`src/rtl/stepper_phase_driver.sv`:
```
// Stepper coil phase driver: synchronizes run/speed/direction inputs and steps the coil sequence at n*10 laps/min.
// Define STEPPER_HALF_STEP_EN for the 8-entry half-step sequence (double steps per revolution, same lap speed).
module stepper_phase_driver #(
    parameter int CLK_HZ        = 50_000_000,
    parameter int STEPS_PER_REV = 200
) (
    input  logic       clk,
    input  logic       reset,
    input  logic       enable,
    input  logic [2:0] speed_code,
    input  logic       dir,
    output logic [3:0] coil,
    output logic       step_pulse,
    output logic       rev_tick
);

`ifdef STEPPER_HALF_STEP_EN
    localparam int SPR = 2 * STEPS_PER_REV;
    localparam int IW  = 3;
`else
    localparam int SPR = STEPS_PER_REV;
    localparam int IW  = 2;
`endif

    function automatic longint interval(input int n);
        return (longint'(CLK_HZ) * 64'd6) / (longint'(SPR) * longint'(n));
    endfunction

    localparam longint IV1 = interval(1);
    localparam longint IV2 = interval(2);
    localparam longint IV3 = interval(3);
    localparam longint IV4 = interval(4);
    localparam longint IV5 = interval(5);
    localparam longint IV6 = interval(6);
    localparam int     CW  = $clog2(IV1);

    localparam logic [CW-1:0] RL1 = CW'(IV1 - 1);
    localparam logic [CW-1:0] RL2 = CW'(IV2 - 1);
    localparam logic [CW-1:0] RL3 = CW'(IV3 - 1);
    localparam logic [CW-1:0] RL4 = CW'(IV4 - 1);
    localparam logic [CW-1:0] RL5 = CW'(IV5 - 1);
    localparam logic [CW-1:0] RL6 = CW'(IV6 - 1);

    localparam int            RW       = (SPR > 1) ? $clog2(SPR) : 1;
    localparam logic [RW-1:0] REV_LAST = RW'(SPR - 1);
    localparam logic [IW-1:0] LAST_IDX = IW'((1 << IW) - 1);

    generate
        if (IV6 < 2) begin : g_bad_params
            $error("stepper_phase_driver: CLK_HZ/STEPS_PER_REV give a code-6 step interval below 2 cycles");
        end
    endgenerate

    function automatic logic [CW-1:0] reload_val(input logic [2:0] c);
        case (c)
            3'd2:    return RL2;
            3'd3:    return RL3;
            3'd4:    return RL4;
            3'd5:    return RL5;
            3'd6:    return RL6;
            default: return RL1;
        endcase
    endfunction

    function automatic logic [3:0] phase_pattern(input logic [IW-1:0] idx);
`ifdef STEPPER_HALF_STEP_EN
        case (idx)
            3'd0:    return 4'b1000;
            3'd1:    return 4'b1100;
            3'd2:    return 4'b0100;
            3'd3:    return 4'b0110;
            3'd4:    return 4'b0010;
            3'd5:    return 4'b0011;
            3'd6:    return 4'b0001;
            default: return 4'b1001;
        endcase
`else
        case (idx)
            2'd0:    return 4'b1100;
            2'd1:    return 4'b0110;
            2'd2:    return 4'b0011;
            default: return 4'b1001;
        endcase
`endif
    endfunction

    typedef enum logic {ST_IDLE, ST_RUN} state_t;

    logic          r_en_p0, r_en_p1;
    logic [2:0]    r_code_p0, r_code_p1;
    logic          r_dir_p0, r_dir_p1;

    state_t        r_state, w_state_nxt;
    logic [CW-1:0] r_cnt, w_cnt_cur, w_cnt_nxt;
    logic          r_code_zero;
    logic [IW-1:0] r_idx, w_idx_nxt;
    logic [RW-1:0] r_rev, w_rev_nxt;
    logic [3:0]    r_coil, w_coil_nxt;
    logic          r_step, w_step;
    logic          r_rev_tick, w_rev_tick;
    logic [2:0]    w_code;

    // Stage p0/p1: two-flop synchronizers for the asynchronous controls
    always_ff @(posedge clk) begin
        if (reset) begin
            r_en_p0   <= 1'b0;
            r_en_p1   <= 1'b0;
            r_code_p0 <= 3'd0;
            r_code_p1 <= 3'd0;
            r_dir_p0  <= 1'b0;
            r_dir_p1  <= 1'b0;
        end else begin
            r_en_p0   <= enable;
            r_en_p1   <= r_en_p0;
            r_code_p0 <= speed_code;
            r_code_p1 <= r_code_p0;
            r_dir_p0  <= dir;
            r_dir_p1  <= r_dir_p0;
        end
    end

    assign w_code = (r_code_p1 == 3'd7) ? 3'd6 : r_code_p1;

    // After a stopped (code 0) cycle the count restarts from the new code's reload value
    always_comb begin
        w_state_nxt = r_state;
        w_step      = 1'b0;
        w_rev_tick  = 1'b0;
        w_cnt_cur   = r_code_zero ? reload_val(w_code) : r_cnt;
        w_cnt_nxt   = r_cnt;
        w_idx_nxt   = r_idx;
        w_rev_nxt   = r_rev;
        case (r_state)
            ST_IDLE: begin
                w_cnt_nxt = reload_val(w_code);
                if (r_en_p1) w_state_nxt = ST_RUN;
            end
            ST_RUN: begin
                if (w_code == 3'd0) begin
                    w_cnt_nxt = reload_val(w_code);
                end else if (w_cnt_cur == '0) begin
                    w_step    = 1'b1;
                    w_cnt_nxt = reload_val(w_code);
                    if (r_dir_p1) w_idx_nxt = (r_idx == LAST_IDX) ? '0 : r_idx + 1'b1;
                    else          w_idx_nxt = (r_idx == '0) ? LAST_IDX : r_idx - 1'b1;
                    if (r_rev == REV_LAST) begin
                        w_rev_nxt  = '0;
                        w_rev_tick = 1'b1;
                    end else begin
                        w_rev_nxt = r_rev + 1'b1;
                    end
                end else begin
                    w_cnt_nxt = w_cnt_cur - 1'b1;
                end
                if (!r_en_p1) w_state_nxt = ST_IDLE;
            end
            default: w_state_nxt = ST_IDLE;
        endcase
        w_coil_nxt = (w_state_nxt == ST_RUN) ? phase_pattern(w_idx_nxt) : 4'b0000;
    end

    // Stage p2: state, sequencer and registered outputs
    always_ff @(posedge clk) begin
        if (reset) begin
            r_state     <= ST_IDLE;
            r_cnt       <= RL1;
            r_code_zero <= 1'b0;
            r_idx       <= '0;
            r_rev       <= '0;
            r_coil      <= 4'b0000;
            r_step      <= 1'b0;
            r_rev_tick  <= 1'b0;
        end else begin
            r_state     <= w_state_nxt;
            r_cnt       <= w_cnt_nxt;
            r_code_zero <= (w_code == 3'd0);
            r_idx       <= w_idx_nxt;
            r_rev       <= w_rev_nxt;
            r_coil      <= w_coil_nxt;
            r_step      <= w_step;
            r_rev_tick  <= w_rev_tick;
        end
    end

    assign coil       = r_coil;
    assign step_pulse = r_step;
    assign rev_tick   = r_rev_tick;

endmodule

```
`config.mk`:
```
export PLATFORM = sky130hd
export DESIGN_NAME = stepper_phase_driver
export DESIGN_NICKNAME = d
export VERILOG_FILES = /design/src/rtl/stepper_phase_driver.sv
export SDC_FILE = /design/constraint.sdc
export NUM_CORES = 1
export LEC_CHECK = 0
export BUFFER_PORTS_ARGS = -buffer_cell sky130_fd_sc_hd__buf_2
export CAP_MARGIN = 10
export CORE_MARGIN = 2
export CORE_UTILIZATION = 23
export CTS_BUF_LIST = sky130_fd_sc_hd__clkbuf_16
export DETAILED_ROUTE_END_ITERATION = 7
export GPL_TIMING_DRIVEN = 0
export PLACE_DENSITY = 0.39
export SLEW_MARGIN = 15
export SYNTH_ARGS = -nofsm -noshare
export SYNTH_HDL_FRONTEND = slang
export SYNTH_SLANG_ARGS = --single-unit
```
`constraint.sdc`:
```
create_clock -name clk -period 4.8 [get_ports clk]
set_input_delay 0.24 -clock clk [delete_from_list [all_inputs] [get_ports clk]]
set_output_delay 0.24 -clock clk [all_outputs]
set_load 0.03 [all_outputs]
```
## Yosys cells after proc, flatten, opt, wreduce, memory -nomap -nowiden

Cells that the tools add are included.

| operators by class | value |
|---|---|
| add/sub/neg operators | 4 |
| multiply operators | 0 |
| div/mod/pow operators | 0 |
| magnitude comparators | 0 |
| eq/ne operators | 10 |
| shift-type cells | 0 |
| muxes and demuxes | 17 |
| bitwise gates (word level) | 4 |
| reductions and logical operators | 8 |

Operators with widths:

| cell | number |
|---|---|
| $pmux 21 s5 | 1 |
| $mux 21 | 3 |
| $pmux 21 s2 | 1 |
| $logic_not 21->1 | 1 |
| $sub 21x1->21 const B | 1 |
| $eq 3x3->1 const B | 4 |
| $mux 2 | 6 |
| $pmux 4 s3 | 1 |
| $add 8x1->8 const B | 1 |
| $eq 8x8->1 const B | 1 |
| $mux 8 | 1 |
| $eq 3x2->1 const B | 2 |
| $eq 2x2->1 const B | 2 |
| $logic_not 2->1 | 2 |
| $not 1->1 | 4 |
| $reduce_or 4->1 | 1 |
| $logic_not 3->1 | 1 |
| $mux 1 | 3 |
| $mux 3 | 1 |
| $reduce_and 3->1 | 1 |
| $reduce_or 3->1 | 1 |
| $add 2x1->2 const B | 1 |
| $eq 2x1->1 const B | 1 |
| $reduce_or 2->1 | 1 |
| $sub 2x1->2 const B | 1 |

| word-level totals | value |
|---|---|
| register bits | 49 |
| latch bits | 0 |
| memory bits (writable) | 0 |
| memory bits (read-only) | 0 |
| input bits | 7 |
| word-level logic and storage cells | 57 |
| memories kept | 0 |

## Depth between registers and ports, before layout

| logic depth | value |
|---|---|
| depth after elaboration | 11 |
| mapped depth | 15 |
| depth with buffers taken out | 10 |

## Worst setup path after synthesis

OpenSTA, ideal clock, no wires.

| timing path | value |
|---|---|
| path type | reg2reg |
| start | register r_code_zero |
| end | register r_coil[0] (netlist: coil[0]) |
| setup time | 115 ps |
| arrival | 2846 ps |
| data required time | 4685 ps |
| path slack | 1839 ps |
| stages on the path, launching flop included | 16 |
| buffers on the path | 5 |
| clock period less this slack | 2961 ps |
| path through | dfxtp_1 -> buf_6 -> buf_2 -> buf_2 -> buf_1 -> nor2_1 -> ha_1 -> nand3b_1 -> or2_0 -> buf_2 -> nor4_1 -> a221oi_1 -> inv_1 -> ha_1 -> nor2_1 -> nor2_1 |

| on the way | value |
|---|---|
| word-level cells in the longest chain between the ends | 7 |

Ends and longest elaborated chain:

| element | RTL line | text |
|---|---|---|
| start: declaration | 95 | `logic r_code_zero;` |
| start signal: assignment | 176 | `r_code_zero <= (w_code == 3'd0);` |
| $mux 21 * | 129 | `w_cnt_cur = r_code_zero ? reload_val(w_code) : r_cnt;` |
| $logic_not 21->1 * | 141 | `end else if (w_cnt_cur == '0) begin` |
| $mux 2 * | 141 |  |
| $mux 2 * | 139 | `if (w_code == 3'd0) begin` |
| $mux 2 * | 133 | `case (r_state)` |
| net w_idx_nxt[0] | 96 | `logic [IW-1:0] r_idx, w_idx_nxt;` |
| $eq 2x2->1 (tied with other cells) | 78 | `case (idx)` |
| $pmux 4 s3 * | 78 |  |
| end signal: assignment | 179 | `r_coil <= w_coil_nxt;` |
| end: declaration | 98 | `logic [3:0] r_coil, w_coil_nxt;` |

Mark *: on every way through the listed nets, which the timed path passes. The rest lies on a longest branch.
A chain may end at the register's enable or synchronous reset.

## Final worst setup path

Same ends and word-level chain as after synthesis.

==> results.yml <==
status:
  outcome: "complete, no violations"
floorplanning:
  rows: 39
  dieArea_mm2: 0.0124
  initial_utilization: 0.234
  dieWidth_um: 111
  die_height_um: 111
  core-area_mm2: 0.0113
  ios: 13
critical_path:
  cp_peak_stage_delay_ps: 560
  critical_path_end_type: "flop"
  worstPathRequired_ps: 4990
  path_cells: "buf_6 -> buf_2 -> buf_2 -> buf_1 -> nor2_1 -> ha_1 -> nand3b_1 -> or2_0 -> buf_2 -> nor4_1 -> a221oi_1 -> inv_1 -> ha_1 -> nor2_1 -> nor2_1"
  crit_arrival_ps: 3900
  critical-path-slowest-cell: "a221oi_1"
  worst-setup-path-type: "flop to flop"
  timing.critical_path.fanout_max: 10
  cp-start-kind: "flop"
  number_of_cells_on_the_worst_reg_to_reg_path: 15
route:
  drtAntennaViolNets: 0
  drt_pre_antenna_iters: 4
  drc: 0
  via_per_inst: 4.83
  wirelength_mm: 7.20
  routed-via-count: 2254
  detailedRoute.firstIterationViolations: 198
  wire_per_inst_um: 15.4
flow_run:
  drv.max_cap_violation_count: 0
global_routing:
  largest_net_degree_at_the_start_of_global_routing: 17
  grt_first_pass_wirelength_mm: 11.7
  grt_antenna_before_repair: 0
  first_global_vias: 2193
  globalRouteTotalUtil: 0.119
  grt_overflow: 0
synthesis:
  postSynthCellCount: 304
  synth.cell_area_mm2: 0.00264
  yosysUniqueCellTypes: 60
  fraction_of_synthesis_flops_using_an_asynchronous_set_or_reset_pin: 0
  count_of_flip_flops_with_a_built_in_enable_after_synthesis: 0
  synthTopCellsByArea: "dfxtp_1 (37%), nor2_1 (4.7%), ha_1 (4.3%)"
  yosysWarnings: 0
  synth_top_area_share: 0.371
  predominant_post_synthesis_flop_cell: "dfxtp_1"
  synth_seq_area_share: 0.371
  synth.ff_latch_count: 49
  post_synth.cell_area_avg_um2: 8.70
  synth_nets: 320
  yosysTopAreaCell: "dfxtp_1"
finish:
  layout-area-overhead-vs-synth_pct: 14.6
  regArea_um2: 981
  multi_input_logic_area_mm2: 0.00152
  antenna_cells: 0
  instances_no_fill: 467
  share_of_layout_cells_above_drive_strength_1: 0.148
  layout.filler_cells: 1223
  nets: 339
sta:
  timing.final.crit_period_ps: 3710
  skew_ps: 3.53
  final_max_slew_viol_count: 0
  maxClockFrequency_mhz: 269
  setup_tns_ps: 0
  timing_hold_violations_final: 0
  setup-violations-final: 0
  rsz_0062_raised_after_global_routing: "false"
  tightest_slew_ps: 795
  share_of_the_clock_period_used_by_the_worst_path: 0.774
  relative_slew_slack: 0.465
worst_hold_path:
  min_path_cells: 2
  hp-class: "input port to flop"
clock_network:
  cts_htree_levels: 2
  cts_sink_cnt: 49
  clk_pin_slew_worst_paths_ps: 70
  clock_tree.root_cell: "clkbuf_16"
  clock_tree.buffer_depth: 2
  cts_post_setup_buffers_inserted: 0
  cts_resized: 0
  cts_buffers: 5
  worst_skew_pair_latency_ps: 290
  ctsHoldBuffers: 0
  tritoncts: "built"
power:
  cellPowerDensity_mw_per_mm2: 285
  share_seq_of_total_power: 0.491
  p_switching_w: 0.000222
  intPower_w: 0.000641
  switching_share: 0.257
  irDropWorstVdd_mv: 0.120
  share_comb_of_total_power: 0.093
  power_share_of_the_clock_group: 0.416
  leakagePower_nw: 1.11
placement:
  port_buffers: 12
  dp_hpwl_mm: 5.12
  routabilityCongestion: 0.822
  placed_cells_incl_taps: 459
==> path summary, 6_finish.rpt <==
check                          startpoint                 endpoint  slack, ps
setup / recovery   r_code_zero$_SDFF_PP0_       coil[0]$_SDFF_PP0_       1090
hold / removal                        dir      r_dir_p0$_SDFF_PP0_        150
setup reg to reg   r_code_zero$_SDFF_PP0_       coil[0]$_SDFF_PP0_       1090
hold reg to reg   r_code_p0[2]$_SDFF_PP0_  r_code_p1[2]$_SDFF_PP0_        440
==> per-stage QoR <==
| step | power, W | utilization | hold slack [ps] | cell area, µm² | setup WS (ps) |
|---|---|---|---|---|---|
| finish | 0.000863 | 0.268 | 153 | 3030 | 1090 |
| global route | 0.000899 | 0.268 | 157 | 3030 | 611 |
| CTS | 0.000876 | 0.268 | 143 | 3030 | 1030 |
| detailed placement | 0.000513 | 0.255 | 423 | 2880 | 1020 |
| global placement | 0.000514 | 0.255 | 417 | 2880 | 1070 |
| floorplan | 0.000489 | - | 368 | 2640 | 1840 |
==> sequential cells by signal (all words and copies together), names as in the netlist <==
| name | flops |
|---|---|
| r_dir_p1 | 1 |
| r_code_p1 | 3 |
| step_pulse | 1 |
| r_code_p0 | 3 |
| r_state | 1 |
| r_cnt | 21 |
| r_dir_p0 | 1 |
| r_en_p0 | 1 |
| r_code_zero | 1 |
| rev_tick | 1 |
| r_idx | 2 |
| r_en_p1 | 1 |
| coil | 4 |
| r_rev | 8 |
==> area by class of cell <==
type,instances,area share
Buffer,16,0.0339
Clock buffer,5,0.0413
Clock inverter,3,0.00702
Inverter,10,0.0124
Multi-Input combinational cell,229,0.503
Sequential cell,49,0.324
Tap cell,143,0.0591
Timing Repair Buffer,12,0.0198
==> placed cells by master (no fill, tap or decap), types with 2 or more instances in the layout <==
cell type,n
xnor2_1,12
nand2_1,25
buf_6,5
nor2_1,33
clkbuf_1,6
nand2b_1,5
nand3b_1,2
nor4_1,6
dfxtp_1,49
nor2b_1,13
inv_1,10
mux2_2,2
xor2_1,6
clkbuf_16,5
o21ai_0,8
nand3_1,9
a21o_1,5
nor3_2,2
or4_1,2
nor4_2,5
nor2_2,2
o21a_1,3
or3_1,3
a21oi_1,11
mux2i_1,7
a211oi_1,3
o211ai_1,2
ha_1,9
a31oi_1,6
o22ai_1,3
nor3_1,17
buf_2,16
==> synthesized netlist by cell type, types with 2 or more instances <==
cell type  number
nand3_1         9
nor2_1         33
nor3_2          2
xnor2_1        12
nor2b_1        13
dfxtp_1        49
nor4_1          6
nand2_1        25
o211ai_1        2
nor4_2          5
ha_1            9
clkbuf_1        6
or3_1           3
inv_1          10
buf_6           5
o22ai_1         3
a21o_1          5
a31oi_1         6
nor3_1         17
nand3b_1        2
or4_1           2
nor2_2          2
a211oi_1        3
mux2_2          2
nand2b_1        5
o21a_1          3
a21oi_1        11
buf_2           4
mux2i_1         7
xor2_1          6
o21ai_0         8
==> logic make-up after synthesis <==
logic type | count (synthesis) | synth area share
buf+inv | 26 | 0.0530
mux | 9 | 0.0350
compound gates | 60 | 0.163
flops | 49 | 0.371
xor+xnor | 18 | 0.0596
fa+ha+maj | 9 | 0.0426
simple gates | 133 | 0.276
==> metal layers <==
metal | GRT usage | share of wire | vias to the layer above
li1 | - | - | 1115
met1 | 0.159 | 0.48 | 1087
met2 | 0.200 | 0.48 | 46
met3 | 0.0115 | 0.033 | 6
met4 | 0.0412 | 0.011 | 0
met5 | 0 | 0 | -
==> power by group through the flow <==
| stage | combinational (W) | clock, W | sequential [W] |
|---|---|---|---|
| 2_1_floorplan | 0.0000568 | 0 | 0.000432 |
| 3_3_place_gp | 0.0000811 | 0 | 0.000432 |
| 3_5_place_dp | 0.0000805 | 0 | 0.000433 |
| 4_1_cts | 0.0000808 | 0.000373 | 0.000423 |
| 5_1_grt | 0.0000884 | 0.000386 | 0.000424 |
| 6_report | 0.0000805 | 0.000359 | 0.000423 |
==> worst max-delay path, delay by kind of cell, from the launching register on <==
| family | cells | cell delay (ps) |
|---|---|---|
| adders and majority gates | 2 | 470 |
| DFF | 1 | 320 |
| AOI/OAI and AO/OA | 1 | 560 |
| buffers and inverters | 6 | 1610 |
| and+or+nand+nor | 6 | 650 |
(Power assumes the default switching activity.)
